$ cat src/rtl/uart_alu_uart_pkg.sv
// Shared definitions for the UART-fed ALU glue block: default widths,
// MIPS-funct-style opcodes and the 2-bit FSM state encoding.
package uart_alu_uart_pkg;

  localparam int NB_DATA_DEF = 8;
  localparam int NB_OP_DEF   = 6;

  localparam logic [NB_OP_DEF-1:0] OP_ADD = 6'b100000;
  localparam logic [NB_OP_DEF-1:0] OP_SUB = 6'b100010;
  localparam logic [NB_OP_DEF-1:0] OP_AND = 6'b100100;
  localparam logic [NB_OP_DEF-1:0] OP_OR  = 6'b100101;
  localparam logic [NB_OP_DEF-1:0] OP_XOR = 6'b100110;
  localparam logic [NB_OP_DEF-1:0] OP_NOR = 6'b100111;
  localparam logic [NB_OP_DEF-1:0] OP_SRA = 6'b000011;
  localparam logic [NB_OP_DEF-1:0] OP_SRL = 6'b000010;

  typedef enum logic [1:0] {
    ST_WAIT_A  = 2'b00,
    ST_WAIT_B  = 2'b01,
    ST_WAIT_OP = 2'b10,
    ST_SEND    = 2'b11
  } state_e;

endpackage : uart_alu_uart_pkg

$ cat src/rtl/uart_alu_uart_if.sv
// Byte-level link between the UART RX/TX pair (master side) and the ALU
// glue block (slave side).
interface uart_alu_uart_if
  import uart_alu_uart_pkg::*;
#(
  parameter int NB_DATA = NB_DATA_DEF
);

  logic               rx_done_tick;
  logic [NB_DATA-1:0] rx_data;
  logic               tx_start;
  logic [NB_DATA-1:0] tx_data;

  modport master (
    output rx_done_tick,
    output rx_data,
    input  tx_start,
    input  tx_data
  );

  modport slave (
    input  rx_done_tick,
    input  rx_data,
    output tx_start,
    output tx_data
  );

endinterface : uart_alu_uart_if

$ cat src/rtl/uart_alu_uart_alu.sv
// Purely combinational 8-op ALU (a, b, op -> result); unknown opcodes give 0.
module alu
  import uart_alu_uart_pkg::*;
#(
  parameter int NB_DATA = NB_DATA_DEF,
  parameter int NB_OP   = NB_OP_DEF
) (
  input  logic [NB_DATA-1:0] i_a,
  input  logic [NB_DATA-1:0] i_b,
  input  logic [NB_OP-1:0]   i_op,
  output logic [NB_DATA-1:0] o_result
);

  logic               big_shift_s;
  logic [NB_DATA-1:0] sra_s;
  logic [NB_DATA-1:0] srl_s;

  // Shift amounts at or beyond the word width saturate to pure sign/zero fill.
  always_comb begin
    big_shift_s = (32'(i_b) >= 32'(NB_DATA));
    if (big_shift_s) begin
      sra_s = {NB_DATA{i_a[NB_DATA-1]}};
      srl_s = {NB_DATA{1'b0}};
    end else begin
      sra_s = NB_DATA'($signed(i_a) >>> i_b);
      srl_s = i_a >> i_b;
    end
  end

  // Opcode decode; add/sub wrap and drop carry.
  always_comb begin
    o_result = {NB_DATA{1'b0}};
    case (i_op)
      OP_ADD:  o_result = i_a + i_b;
      OP_SUB:  o_result = i_a - i_b;
      OP_AND:  o_result = i_a & i_b;
      OP_OR:   o_result = i_a | i_b;
      OP_XOR:  o_result = i_a ^ i_b;
      OP_NOR:  o_result = ~(i_a | i_b);
      OP_SRA:  o_result = sra_s;
      OP_SRL:  o_result = srl_s;
      default: o_result = {NB_DATA{1'b0}};
    endcase
  end

endmodule : alu

$ cat src/rtl/uart_alu_uart.sv
// Collects operand A, operand B and opcode from UART RX, then issues a single
// registered transmit request carrying the ALU result.
module uart_alu_uart
  import uart_alu_uart_pkg::*;
#(
  parameter int NB_DATA = NB_DATA_DEF,
  parameter int NB_OP   = NB_OP_DEF
) (
  input  logic          i_clk,
  input  logic          i_rst,
  uart_alu_uart_if.slave bus
);

  state_e             state_q, state_d;
  logic [NB_DATA-1:0] reg_a_q, reg_a_d;
  logic [NB_DATA-1:0] reg_b_q, reg_b_d;
  logic [NB_OP-1:0]   reg_op_q, reg_op_d;
  logic               tx_start_q, tx_start_d;
  logic [NB_DATA-1:0] tx_data_q, tx_data_d;
  logic [NB_DATA-1:0] alu_result_s;

  // The opcode is fed from its next-value so the result can be registered on
  // the same edge that captures the opcode byte and enters SEND.
  alu #(
    .NB_DATA (NB_DATA),
    .NB_OP   (NB_OP)
  ) u_alu (
    .i_a      (reg_a_q),
    .i_b      (reg_b_q),
    .i_op     (reg_op_d),
    .o_result (alu_result_s)
  );

  // Next-state, operand capture and transmit request generation.
  always_comb begin
    state_d    = state_q;
    reg_a_d    = reg_a_q;
    reg_b_d    = reg_b_q;
    reg_op_d   = reg_op_q;
    tx_start_d = 1'b0;
    tx_data_d  = tx_data_q;
    case (state_q)
      ST_WAIT_A: begin
        if (bus.rx_done_tick) begin
          reg_a_d = bus.rx_data;
          state_d = ST_WAIT_B;
        end else begin
          state_d = ST_WAIT_A;
        end
      end
      ST_WAIT_B: begin
        if (bus.rx_done_tick) begin
          reg_b_d = bus.rx_data;
          state_d = ST_WAIT_OP;
        end else begin
          state_d = ST_WAIT_B;
        end
      end
      ST_WAIT_OP: begin
        if (bus.rx_done_tick) begin
          reg_op_d   = bus.rx_data[NB_OP-1:0];
          state_d    = ST_SEND;
          tx_start_d = 1'b1;
          tx_data_d  = alu_result_s;
        end else begin
          state_d = ST_WAIT_OP;
        end
      end
      ST_SEND: begin
        state_d = ST_WAIT_A;
      end
      default: begin
        state_d = ST_WAIT_A;
      end
    endcase
  end

  // State, operand and output registers.
  always_ff @(posedge i_clk or negedge i_rst) begin
    if (!i_rst) begin
      state_q    <= ST_WAIT_A;
      reg_a_q    <= {NB_DATA{1'b0}};
      reg_b_q    <= {NB_DATA{1'b0}};
      reg_op_q   <= {NB_OP{1'b0}};
      tx_start_q <= 1'b0;
      tx_data_q  <= {NB_DATA{1'b0}};
    end else begin
      state_q    <= state_d;
      reg_a_q    <= reg_a_d;
      reg_b_q    <= reg_b_d;
      reg_op_q   <= reg_op_d;
      tx_start_q <= tx_start_d;
      tx_data_q  <= tx_data_d;
    end
  end

  assign bus.tx_start = tx_start_q;
  assign bus.tx_data  = tx_data_q;

endmodule : uart_alu_uart

$ cat src/flat_wrapper.sv
// flat-port wrapper written by rule: the top's interface ports become plain ports
module uart_alu_uart_flat import uart_alu_uart_pkg::*;
#(
  parameter int NB_DATA = NB_DATA_DEF,
  parameter int NB_OP   = NB_OP_DEF
)
  (i_clk, i_rst, bus_rx_done_tick, bus_rx_data, bus_tx_start, bus_tx_data);
  uart_alu_uart_if #(.NB_DATA(NB_DATA)) bus_i ();
  input  logic i_clk;
  input  logic i_rst;
  input wire logic [$bits(bus_i.rx_done_tick)-1:0] bus_rx_done_tick;
  input wire logic [$bits(bus_i.rx_data)-1:0] bus_rx_data;
  output wire logic [$bits(bus_i.tx_start)-1:0] bus_tx_start;
  output wire logic [$bits(bus_i.tx_data)-1:0] bus_tx_data;
  assign bus_i.rx_done_tick = bus_rx_done_tick;
  assign bus_i.rx_data = bus_rx_data;
  assign bus_tx_start = bus_i.tx_start;
  assign bus_tx_data = bus_i.tx_data;
  uart_alu_uart #(.NB_DATA(NB_DATA), .NB_OP(NB_OP)) u_core (.i_clk(i_clk), .i_rst(i_rst), .bus(bus_i));
endmodule
$ cat config.mk
export PLATFORM = sky130hd
export DESIGN_NAME = uart_alu_uart_flat
export DESIGN_NICKNAME = d
export VERILOG_FILES = /design/src/rtl/uart_alu_uart_pkg.sv /design/src/rtl/uart_alu_uart_if.sv /design/src/rtl/uart_alu_uart_alu.sv /design/src/rtl/uart_alu_uart.sv /design/src/flat_wrapper.sv
export SDC_FILE = /design/constraint.sdc
export NUM_CORES = 1
export LEC_CHECK = 0
export CELL_PAD_IN_SITES_DETAIL_PLACEMENT = 0
export CELL_PAD_IN_SITES_GLOBAL_PLACEMENT = 1
export CORE_ASPECT_RATIO = 1.5
export CORE_MARGIN = 2
export CORE_UTILIZATION = 30
export CTS_CLUSTER_DIAMETER = 50
export CTS_CLUSTER_SIZE = 14
export DETAILED_ROUTE_END_ITERATION = 6
export DONT_BUFFER_PORTS = 1
export GPL_ROUTABILITY_DRIVEN = 0
export GPL_TIMING_DRIVEN = 0
export HOLD_SLACK_MARGIN = 0.03
export PLACE_DENSITY = 0.59
export SLEW_MARGIN = 20
export SYNTH_ARGS = -nofsm -noshare
export SYNTH_HDL_FRONTEND = slang
export SYNTH_SLANG_ARGS = --single-unit
$ cat constraint.sdc
create_clock -name i_clk -period 3.55 [get_ports i_clk]
set_input_delay 0.5325 -clock i_clk [delete_from_list [all_inputs] [get_ports i_clk]]
set_output_delay 0.5325 -clock i_clk [all_outputs]
set_load 0.01 [all_outputs]
**Word level (Yosys, flattened, before mapping)**

Index checks and enable logic that the tools add are counted.

- Register bits after elaboration: 33
- Input port bits: 11
- Output and inout bits: 9
- Word-level logic and storage cells: 41

- $add $sub $neg: 2
- $lt $le $gt $ge: 1
- Equality and inequality tests: 11
- Shift-type cells: 2
- Mux-type cells: 11
- Bitwise logic cells: 4
- Reductions and logical operators: 4

Operators by type and width:

| cell | number |
|---|---|
| $pmux W8 S8 | 1 |
| $eq A6 B6 Y1 const B | 6 |
| $mux W8 | 2 |
| $eq A6 B2 Y1 const B | 2 |
| $mux W6 | 2 |
| $add A8 B8 Y8 | 1 |
| $and A8 B8 Y8 | 1 |
| $ge A8 B4 Y1 const B | 1 |
| $not A8 Y8 | 1 |
| $or A8 B8 Y8 | 1 |
| $pmux W2 S4 | 1 |
| $shr A8 B8 Y8 | 1 |
| $sshr A8 B8 Y8 | 1 |
| $sub A8 B8 Y8 | 1 |
| $xor A8 B8 Y8 | 1 |
| $reduce_and A2 Y1 | 3 |
| $eq A2 B2 Y1 const B | 2 |
| $mux W1 | 4 |
| $eq A2 B1 Y1 const B | 1 |
| $logic_not A2 Y1 | 1 |
| $mux W2 | 1 |

**Logic depth before layout (Yosys ltp)**

- Depth after elaboration: 4
- Mapped depth: 14
- Gate-level depth less buffers: 13

**Cells and area by module**

Synthesis repeated with hierarchy kept, for this count alone.

- Cells, all modules: 290
- Area, all modules: 2832.7 um^2

Modules (own cells, without submodules):

| module | times used | cells an instance | area each (um^2) | sequential area each (um^2) |
|---|---|---|---|---|
| alu | 1 | 218 | 1582.8 | 0.0 |
| uart_alu_uart | 1 | 72 | 1249.9 | 825.8 |

**Worst setup path before layout**

No wires, ideal clock.

- Path kind: input port to flip-flop
- From: input port bus_rx_data[3]
- To: register u_core.tx_data_q[4], in the netlist u_core.bus.tx_data[4]
- Library setup time: 0.136 ns
- Data arrival time: 3.172 ns
- Slack: 0.241 ns
- Stages on the path: 13
- Buffers on the path: 0
- Cell sequence: or4b_4 > or3_4 > o21ai_2 > nand2_1 > mux2i_1 > inv_1 > fa_1 > nand2b_1 > a21oi_1 > xor2_1 > a22o_1 > a221oi_1 > a311oi_1

- Word-level cells in the longest chain between the ends: 4
- Elaborated cells between the ends (all ways): 11
- Those cells by class: 8 x eq/ne; 3 x mux

RTL lines:

| what | RTL line | RTL |
|---|---|---|
| start, declared | flat_wrapper.sv:12 | `input wire logic [$bits(bus_i.rx_data)-1:0] bus_rx_data;` |
| $mux W6 (*) | uart_alu_uart.sv:60 | `if (bus.rx_done_tick) begin` |
| $mux W6 (*) | uart_alu_uart.sv:42 | `case (state_q)` |
| $eq A6 B2 Y1 / $eq A6 B6 Y1 (equally long branches) | uart_alu_uart_alu.sv:33 | `case (i_op)` |
| $pmux W8 S8 (*) | uart_alu_uart_alu.sv:33 |  |
| end signal, assigned | uart_alu_uart.sv:86 | `tx_data_q <= {NB_DATA{1'b0}};` |
| end signal, assigned | uart_alu_uart.sv:93 | `tx_data_q <= tx_data_d;` |
| end, declared | uart_alu_uart.sv:19 | `logic [NB_DATA-1:0] tx_data_q, tx_data_d;` |

Mark *: on every way between the ends. The rest lies on a longest branch, timed or not.
A chain may end at the register's enable or synchronous reset.

**Worst setup path after layout**

- From: register u_core.state_q[0]
- To: register u_core.tx_data_q[7], in the netlist u_core.bus.tx_data[7]

- Word-level cells in the longest chain between the ends: 4
- Elaborated cells between the ends (all ways): 12
- Those cells by class: 9 x eq/ne; 2 x mux; 1 x reduce/logical

RTL lines:

| what | RTL line | RTL |
|---|---|---|
| start, declared | uart_alu_uart.sv:14 | `state_e state_q, state_d;` |
| start signal, assigned | uart_alu_uart.sv:88 | `state_q <= state_d;` |
| $eq A2 B2 Y1 (*) | uart_alu_uart.sv:42 |  |
| $mux W6 (*) | uart_alu_uart.sv:42 |  |
| via u_core.reg_op_d[1] | uart_alu_uart.sv:17 | `logic [NB_OP-1:0] reg_op_q, reg_op_d;` |
| $eq A6 B2 Y1 / $eq A6 B6 Y1 (equally long branches) | uart_alu_uart_alu.sv:33 |  |
| $pmux W8 S8 (*) | uart_alu_uart_alu.sv:33 |  |

The timed path passes the listed nets; every way through them passes the cells marked *.

==> metrics.cfg <==
[clock_network]
path_clk_slew_ns = 0.05
cts_tree = built
cts_buffers = 5
clk_latency_ns = 0.29
cts_max_path_buffers = 2
htree_levels = 2
root_buffer = clkbuf_16
cts.sinks = 33

[floorplanning]
num_rows = 44
die_w_um = 85.2
fp.dieArea_um2 = 10700
ios = 20
dieHeight_um = 126
design.core.area_um2 = 9630
start_util = 0.308

[logic_synthesis]
syn-cell-area_um2 = 2970
synthesis.instances = 325
synth_nets = 361
yosysSeqAreaShare = 0.278
synth_cell_type_count = 73
synthArstFlopShare = 1.00
synthFlopType = dfrtp_1
synth_warnings = 0
yosys_register_bits = 33
synth_edf_count = 0
synth_area_per_cell_um2 = 9.12

[drt]
dr.pass1.iters = 4
antenna_left = 0
drt_wl_total_mm = 9.88
drt_iter0_drc = 240
via_per_inst = 5.79
vias = 2604
routedWlPerCell_um = 22.0
drc = 0

[global_route]
grtUsageMet1 = 0.215
grt_pass1_wl_mm = 15.7
grt_pass1_vias = 2713
grt_use_met2 = 0.350
grt_max_degree = 34
antenna_found_initial = 0
grt_usage = 0.192
top_usage_layer = met2
grt.overflow.total = 0
grt_use_met3 = 0.0269

[power]
switching_share = 0.485
power_frac_seq = 0.244
power_uw = 3190
combPwrFrac = 0.624
p_sw_uw = 1550
power_frac_clock = 0.133
internal-power_uw = 1640
cellLeakagePower_uw = 0.00138
ir_drop_mv = 0.342
p_per_area_nw_per_um2 = 967

[sta]
rsz0062_at_grt = false
hold_slack_ns = 0.0741
fin_skew_ns = 0.00457
period_minus_slack_ns = 3.34
finalMaxSlewViolations = 0
fin_ws_ns = 0.205
fin_crit_sh = 0.942
fmax_mhz = 299
setup_viol = 0
worstMarginPinSlew_ns = 0.768
fin_setup_tns_ns = 0
hold_violations = 0
slew_headroom = 0.486

[hold_path]
min_path_type = input pin to asynchronous set/reset pin

[worst_setup_path]
worstPathMaxFanout = 10
worstPathCellList = nand3b_4 > inv_2 > mux2_4 > and2_1 > a31o_2 > xnor2_1 > ha_1 > or4_1 > o22ai_1 > and2_1 > mux2i_1 > a211oi_2
end_kind = register
crit_path_top_delay_cell = or4_1
required_ns = 3.75
worstSetupPathType = register to register
crit_path_frequent_cell = and2_1
cp_data_arrival_time_ns = 3.54
path_delay_family = simple AND/OR/NAND/NOR gates
worstSetupStartpointType = register
slowest_delay_ns = 0.52
path_buf_inv = 1

[place]
place.port_buffers = 0
pre_cts_slack_ns = -0.239
dpl-instance-area_um2 = 3110
hpwl_mm = 7.76

[layout]
nNetsFinal = 370
final_area_um2 = 3300
layout-drive-gt1-share = 0.155
syn_to_final_growth_pct = 11.4
num_antenna_cells = 0
fillerInstances = 993

[outcome]
status = finished, final reports clean

[job]
cap_violations = 0

-- kinds of logic (layout without fill, tap and decap cells) --
logic type,after synthesis,after routing,share of synthesized area
AO/OA/AOI/OAI,81,81,0.197
XOR/XNOR,11,11,0.0325
adder cells (fa/ha/maj),25,25,0.108
buffers and inverters,30,40,0.0422
flip-flops,33,33,0.278
multiplexers,27,27,0.121
AND/OR/NAND/NOR,118,118,0.221
-- synth_stat cells, types with 2 or more instances --
cell | n | share of area
nand2_1 | 46 | 0.058
dfrtp_1 | 33 | 0.28
ha_1 | 24 | 0.10
nor2_1 | 24 | 0.030
o21ai_0 | 20 | 0.034
inv_1 | 16 | 0.020
mux2_2 | 13 | 0.049
xnor2_1 | 9 | 0.027
a21oi_1 | 8 | 0.014
mux2i_1 | 7 | 0.024
a31oi_1 | 6 | 0.013
clkbuf_1 | 5 | 0.0063
nand2b_1 | 5 | 0.011
nor4_1 | 5 | 0.011
a211oi_1 | 4 | 0.010
a22o_1 | 4 | 0.012
a32o_1 | 4 | 0.014
buf_2 | 4 | 0.0068
mux4_2 | 4 | 0.030
nand3b_1 | 4 | 0.010
o22ai_1 | 4 | 0.0084
and2_1 | 3 | 0.0063
nand3_1 | 3 | 0.0051
nor3_1 | 3 | 0.0051
o21a_1 | 3 | 0.0076
or3_4 | 3 | 0.011
a222oi_1 | 2 | 0.0068
a22oi_1 | 2 | 0.0051
a311oi_1 | 2 | 0.0059
and3_1 | 2 | 0.0042
clkinv_1 | 2 | 0.0025
mux2_4 | 2 | 0.010
nand3b_4 | 2 | 0.014
nor4b_1 | 2 | 0.0059
o211ai_2 | 2 | 0.0084
o21ai_1 | 2 | 0.0034
or2b_1 | 2 | 0.0051
or4_1 | 2 | 0.0051
or4_4 | 2 | 0.0076
xor2_1 | 2 | 0.0059
-- cell usage in the layout, fill, tap and decap left out, types with 5 or more instances in the layout --
cell / instances
nor2_1: 24
nand2_1: 46
clkbuf_1: 8
o21ai_0: 20
dfrtp_1: 33
xnor2_1: 9
clkbuf_16: 5
mux2i_1: 7
ha_1: 24
a31oi_1: 6
a21oi_1: 7
mux2_2: 13
inv_1: 16
nor4_1: 5
nand2b_1: 5
-- cell type report --
cell class	count	area, µm²	area share
tap	115	144	0.0436
timing repair buffer	2	27.5	0.00834
sequential	33	826	0.250
buffer	11	56.3	0.0171
multi-input combinational	262	2040	0.618
inverter	19	71.3	0.0216
clock buffer	8	136	0.0413
-- metal layers --
metal,vias up,part of all wire,routed length [µm]
met5,-,0,0
met4,0,0.035,349
met3,20,0.030,295
met2,61,0.54,5310
met1,1304,0.40,3920
li1,1219,-,-
-- power by group through the flow --
stage	Clock (µW)	Sequential, µW	Combinational [µW]
final	424	778	1990
after global routing	444	798	2230
after CTS	432	764	1960
after detailed placement	0	768	1940
after global placement	0	763	1940
after floorplan	0	677	1490
-- through the flow --
stage,util,instances
after floorplan,-,325
after global placement,0.323,440
after detailed placement,0.323,440
after CTS,0.340,449
after global routing,0.343,450
final,0.343,450
-- path summary, 6_finish.rpt --
path / startpoint / to / slack [ns] / cells past startpoint
max: u_core.state_q[0] / u_core.bus.tx_data[7] / 0.21 / 12
min: i_rst / u_core.reg_b_q[0] / 0.07 / 1
max reg2reg: u_core.state_q[0] / u_core.bus.tx_data[7] / 0.21 / 12
min reg2reg: u_core.state_q[0] / register / 0.53 / 1
max in group asynchronous: i_rst / u_core.bus.tx_data[7] / 3.28 / 1
min in group i_clk: bus_rx_data[2] / u_core.reg_op_q[2] / 0.35 / 2
-- state kept, by name, indices dropped and copies added (netlist names), named ones only --
signal	count
u_core.reg_a_q	8
u_core.state_q	1
u_core.reg_op_q	6
u_core.bus.tx_start	1
u_core.reg_b_q	8
u_core.bus.tx_data	8
-- repair_timing --
action	in CTS	in global routing
hold buffers	1	0
resized for setup	1	4
setup buffers	0	1
endpoints found under the hold margin	33	0
pin swaps	0	1
setup endpoints to repair	4	5
Note: power is estimated with default switching activity, not from simulation.
